`src/rtl/arc4_pkg.sv`:
```
// Shared types and constants for the ARC4 phase scheduler.
// Holds the FSM state enum, the phase encoding and the key width.
package arc4_pkg;

  localparam int unsigned KeyW = 24;

  localparam logic [1:0] PhIdle = 2'd0;
  localparam logic [1:0] PhInit = 2'd1;
  localparam logic [1:0] PhKsa  = 2'd2;
  localparam logic [1:0] PhPrga = 2'd3;

  typedef enum logic [3:0] {
    StIdle,
    StInitGo,
    StInitDrop,
    StInitWait,
    StKsaGo,
    StKsaDrop,
    StKsaWait,
    StPrgaGo,
    StPrgaDrop,
    StPrgaWait
  } arc4_state_e;

  function automatic logic [1:0] state_phase(input arc4_state_e s);
    case (s)
      StInitGo, StInitDrop, StInitWait: return PhInit;
      StKsaGo, StKsaDrop, StKsaWait:    return PhKsa;
      StPrgaGo, StPrgaDrop, StPrgaWait: return PhPrga;
      default:                          return PhIdle;
    endcase
  endfunction

endpackage

```
`src/rtl/s_mem_mux.sv`:
```
// Combinational S-memory port select: the engine owning the active phase drives the port.
// In idle the port is held quiet.
module s_mem_mux
  import arc4_pkg::*;
(
  input  logic [1:0] phase,
  input  logic [7:0] init_addr,
  input  logic [7:0] init_wrdata,
  input  logic       init_wren,
  input  logic [7:0] ksa_addr,
  input  logic [7:0] ksa_wrdata,
  input  logic       ksa_wren,
  input  logic [7:0] prga_addr,
  input  logic [7:0] prga_wrdata,
  input  logic       prga_wren,
  output logic [7:0] s_addr,
  output logic [7:0] s_wrdata,
  output logic       s_wren
);

  always_comb begin
    s_addr   = '0;
    s_wrdata = '0;
    s_wren   = 1'b0;
    case (phase)
      PhInit: begin
        s_addr   = init_addr;
        s_wrdata = init_wrdata;
        s_wren   = init_wren;
      end
      PhKsa: begin
        s_addr   = ksa_addr;
        s_wrdata = ksa_wrdata;
        s_wren   = ksa_wren;
      end
      PhPrga: begin
        s_addr   = prga_addr;
        s_wrdata = prga_wrdata;
        s_wren   = prga_wren;
      end
      default: ;
    endcase
  end

endmodule

```
`src/rtl/arc4_sched.sv`:
```
// ARC4 phase scheduler: sequences init, ksa and prga engines with a per-phase watchdog,
// latches the key and grants the shared S-memory port to the active engine.
module arc4_sched
  import arc4_pkg::*;
#(
  parameter int unsigned WDOG_CYCLES = 4095
) (
  input  logic            clk,
  input  logic            rst,
  input  logic            en,
  output logic            rdy,
  input  logic [KeyW-1:0] key,
  output logic [KeyW-1:0] key_q,
  output logic            done,
  output logic            err,
  output logic [1:0]      phase,
  output logic            init_en,
  output logic            ksa_en,
  output logic            prga_en,
  input  logic            init_rdy,
  input  logic            ksa_rdy,
  input  logic            prga_rdy,
  input  logic [7:0]      init_addr,
  input  logic [7:0]      init_wrdata,
  input  logic            init_wren,
  input  logic [7:0]      ksa_addr,
  input  logic [7:0]      ksa_wrdata,
  input  logic            ksa_wren,
  input  logic [7:0]      prga_addr,
  input  logic [7:0]      prga_wrdata,
  input  logic            prga_wren,
  output logic [7:0]      s_addr,
  output logic [7:0]      s_wrdata,
  output logic            s_wren
);

  localparam int unsigned WdW = $clog2(WDOG_CYCLES + 1);
  localparam logic [WdW-1:0] WdLast = WdW'(WDOG_CYCLES - 1);

  arc4_state_e    state_q;
  arc4_state_e    wait_st;
  arc4_state_e    next_go;
  logic [WdW-1:0] wd_q;
  logic           cur_rdy;

  assign phase   = state_phase(state_q);
  assign rdy     = (state_q == StIdle);
  // Start pulses are Mealy so the engine sees en in the very cycle it reports ready.
  assign init_en = (state_q == StInitGo) && init_rdy;
  assign ksa_en  = (state_q == StKsaGo) && ksa_rdy;
  assign prga_en = (state_q == StPrgaGo) && prga_rdy;

  always_comb begin
    cur_rdy = 1'b0;
    wait_st = StIdle;
    next_go = StIdle;
    case (phase)
      PhInit: begin
        cur_rdy = init_rdy;
        wait_st = StInitWait;
        next_go = StKsaGo;
      end
      PhKsa: begin
        cur_rdy = ksa_rdy;
        wait_st = StKsaWait;
        next_go = StPrgaGo;
      end
      PhPrga: begin
        cur_rdy = prga_rdy;
        wait_st = StPrgaWait;
        next_go = StIdle;
      end
      default: ;
    endcase
  end

  always_ff @(posedge clk) begin
    if (rst) begin
      state_q <= StIdle;
      key_q   <= '0;
      err     <= 1'b0;
      done    <= 1'b0;
      wd_q    <= '0;
    end else begin
      done <= 1'b0;
      case (state_q)
        StIdle: begin
          if (en) begin
            key_q   <= key;
            err     <= 1'b0;
            state_q <= StInitGo;
          end
        end
        StInitGo, StKsaGo, StPrgaGo: begin
          if (cur_rdy) begin
            state_q <= arc4_state_e'(state_q + 4'd1);
            wd_q    <= '0;
          end
        end
        StInitDrop, StKsaDrop, StPrgaDrop: begin
          if (wd_q == WdLast) begin
            state_q <= StIdle;
            err     <= 1'b1;
            wd_q    <= '0;
          end else begin
            wd_q <= wd_q + WdW'(1);
            if (!cur_rdy) state_q <= wait_st;
          end
        end
        StInitWait, StKsaWait, StPrgaWait: begin
          // Completion wins over an abort landing in the same cycle.
          if (cur_rdy) begin
            state_q <= next_go;
            done    <= (phase == PhPrga);
          end else if (wd_q == WdLast) begin
            state_q <= StIdle;
            err     <= 1'b1;
            wd_q    <= '0;
          end else begin
            wd_q <= wd_q + WdW'(1);
          end
        end
        default: state_q <= StIdle;
      endcase
    end
  end

  s_mem_mux u_s_mem_mux (
    .phase       (phase),
    .init_addr   (init_addr),
    .init_wrdata (init_wrdata),
    .init_wren   (init_wren),
    .ksa_addr    (ksa_addr),
    .ksa_wrdata  (ksa_wrdata),
    .ksa_wren    (ksa_wren),
    .prga_addr   (prga_addr),
    .prga_wrdata (prga_wrdata),
    .prga_wren   (prga_wren),
    .s_addr      (s_addr),
    .s_wrdata    (s_wrdata),
    .s_wren      (s_wren)
  );

endmodule

```
`config.mk`:
```
export PLATFORM = sky130hd
export DESIGN_NAME = arc4_sched
export DESIGN_NICKNAME = d
export VERILOG_FILES = /design/src/rtl/arc4_pkg.sv /design/src/rtl/s_mem_mux.sv /design/src/rtl/arc4_sched.sv
export SDC_FILE = /design/constraint.sdc
export NUM_CORES = 1
export LEC_CHECK = 0
export ABC_AREA = 1
export BUFFER_PORTS_ARGS = -buffer_cell sky130_fd_sc_hd__buf_2
export CORE_ASPECT_RATIO = 2
export CORE_UTILIZATION = 36
export CTS_CLUSTER_DIAMETER = 80
export DETAILED_ROUTE_END_ITERATION = 6
export PLACE_DENSITY_LB_ADDON = 0.15
export SYNTH_ARGS = -nofsm -noshare
export SYNTH_HDL_FRONTEND = slang
export SYNTH_SLANG_ARGS = --single-unit
```
`constraint.sdc`:
```
create_clock -name clk -period 1.9 [get_ports clk]
set_input_delay 0.095 -clock clk [delete_from_list [all_inputs] [get_ports clk]]
set_output_delay 0.095 -clock clk [all_outputs]
set_load 0.02 [all_outputs]
```
==> impl_metrics.toml <==
[critical_path]
slowest_delay_ns = 0.38
arrival_ns = 2.04
end_kind = "register"
path_common_cell = "nand2_1"
critical_path.max_fanout = 4
path_cells = "inv_2 -> ha_2 -> nand2_2 -> nand3_4 -> buf_6 -> nand3_1 -> nand2_1 -> nor2_2 -> nand2_2 -> nand3_4 -> nor2_1 -> nor2_1 -> nand2_1 -> nand2_1"
crit_path_start_kind = "register"
cp_slowest_cell = "dfxtp_4"
crit_type = "reg2reg"
required_ns = 2.13

[floorplan]
ios = 130
die_y_um = 125
start_util_pct = 37.3
core_area_um2 = 7320
die_x_um = 63.6
dieArea_um2 = 7960
std_cell_rows = 44

[finish]
antenna_cells = 0
final_nets = 665
syn_to_final_growth_pct = 45.5
drive_gt1_share_pct = 39.8
fill_cells = 724
fin_util_pct = 54.3

[sta]
slew_violations = 0
fmax_mhz = 551
final.setup_skew_ns = 0.00488
finalHoldViolCount = 0
tightest_slew_ns = 0.381
whs_ns = 0.0743
finalCritPeriodShare_pct = 95.6
relSlewSlack_pct = 74.6
setup_viol = 0
min_period_ns = 1.82

[clocking]
cts.clk_slew.worst_paths_ns = 0.06
clock_sinks = 44
numCtsBuffers = 5
ctsHoldBuffers = 0
cts_root_buf = "clkbuf_16"
insertion_delay_ns = 0.29
max-clock-path-buffers = 2
h-tree-depth = 2
tritoncts = "done"

[run]
maxCapViolCount = 0

[synth]
ys_seq_elements = 44
synthCells = 429
synth_edf_count = 0
synthTopCellsByCount = "nand2_1, nand3_1, dfxtp_1"
yosys-top-cells-area = "dfxtp_1, nand2_1, nand3_1, a21oi_1, inv_1"
synth-seq-area-share_pct = 32.2
yosys_warnings = 0
yosysMostFrequentCell = "nand2_1"
syn-num-nets = 520
syn_area_per_cell_um2 = 6.37
synthFlopType = "dfxtp_1"
ys_types = 32
yosys.area.top_type = "dfxtp_1"
synth_top_area_share_pct = 32.2
syn_area_um2 = 2730
synthArstFlopShare_pct = 0

[pwr]
p_leak_uw = 0.00203
swShare_pct = 44.2
switching_power_uw = 2150
vdd.ir_drop.worst_v = 0.00110
intPower_uw = 2710
power_frac_comb_pct = 55.2
power_density_nw_per_um2 = 1220
pwr-share-clk_pct = 20.1
p_seq_share_pct = 24.7

[routing]
routed_wl_um = 7990
dr.pass1.iters = 4
drc = 0
drtIter0Drc = 69
ant_nets = 0
wl_per_cell_um = 12.0
viasPerCell = 4.87
vias = 3247

[global_route]
grt_overflow = 0
grt_pass1_vias = 2937
antenna_found_initial = 0
grt_pass1_wl_um = 12400
grt.total_usage_pct = 19.2
grt_max_degree = 29

[placed_design]
placement.io_buffers = 129
place_hpwl_um = 6050
place_congestion = 0.882

[min_path]
hold_path.class = "in2reg"

[run_status]
status = "finished, final reports clean"
cell usage in the layout, fill, tap and decap left out, types with 11 or more instances in the layout:
cell type and n:
a21oi_1 33, buf_2 129, buf_4 27, dfxtp_1 39
inv_1 38, nand2_1 134, nand2_2 13, nand3_1 52
nand3_2 11, nor2_1 22
routing by layer:
metal | vias up | wire (µm) | GRT usage [%]
met1 | 1462 | 2890 | 17.5
li1 | 1655 | - | -
met3 | 10 | 452 | 3.65
met4 | 0 | 161 | 6.82
met2 | 120 | 4490 | 39.4
met5 | - | 0 | 0
kinds of logic (layout without fill, tap and decap cells):
logic type | count (synthesis) | after routing | share of synthesized area, %
adders and majority gates | 10 | 10 | 4.58
and+or+nand+nor | 256 | 256 | 42.3
AOI/OAI and AO/OA | 48 | 48 | 9.66
DFF | 44 | 44 | 32.2
buffers and inverters | 68 | 214 | 10.3
xor gates and xnor gates | 3 | 3 | 0.962
stage by stage:
step / area, µm² / setup TNS (ns) / std cells / worst slack [ns] / total power, µW
final: 3980 / 0 / 667 / 0.0842 / 4860
after global routing: 3980 / -0.101 / 667 / -0.0581 / 5210
after CTS: 3770 / -0.00336 / 663 / -0.00336 / 4610
after detailed placement: 3580 / -0.0865 / 655 / -0.0301 / 3570
after global placement: 3580 / 0 / 655 / 0.0392 / 3550
after floorplan: 2730 / 0 / 429 / 0.0333 / 2830
critical path, delay by kind of cell, from the launching register on:
kind | cells | cell delay (ns)
adder cells (fa/ha/maj) | 1 | 0.21
buffers and inverters | 2 | 0.22
flip-flops | 1 | 0.38
AND/OR/NAND/NOR | 11 | 0.94
power groups by stage:
| stage | clock network [µW] | logic [µW] | registers, µW |
|---|---|---|---|
| after floorplan | 0 | 1510 | 1320 |
| after global placement | 0 | 2370 | 1180 |
| after detailed placement | 0 | 2390 | 1180 |
| after CTS | 1000 | 2430 | 1170 |
| after global routing | 1040 | 2940 | 1220 |
| final | 975 | 2680 | 1200 |
layout make-up:
class	count	area, µm²	share of cell area, %
Inverter	49	184	4.63
Tap cell	92	115	2.89
Timing Repair Buffer	157	860	21.6
Clock buffer	5	125	3.15
Clock inverter	3	42.5	1.07
Sequential cell	44	895	22.5
Multi-Input combinational cell	317	1760	44.1
final timing paths:
check,start,to,slack (ns),depth (start not counted)
worst max-delay path,state_q[0],phase[0],0.08,14
worst min-delay path,key[15],key_q[15],0.07,3
worst max register to register,state_q[0],phase[0],0.08,14
worst min register to register,wd_q[5],wd_q[5],0.45,2
sequential cells by signal, summed over array words and instances (netlist names):
name and count:
state_q 4, phase 2, wd_q 12, done 1, key_q 24, err 1
what timing repair did:
| item | 4_1_cts | 5_1_grt |
|---|---|---|
| pin swaps | 1 | 18 |
| resized for setup | 4 | 50 |
| endpoints found under the setup margin | 6 | 14 |
| hold endpoints to repair | 0 | 0 |
| gates cloned | 0 | 0 |
| buffers inserted | 0 | 4 |
Power figures use the tool's default switching activity.
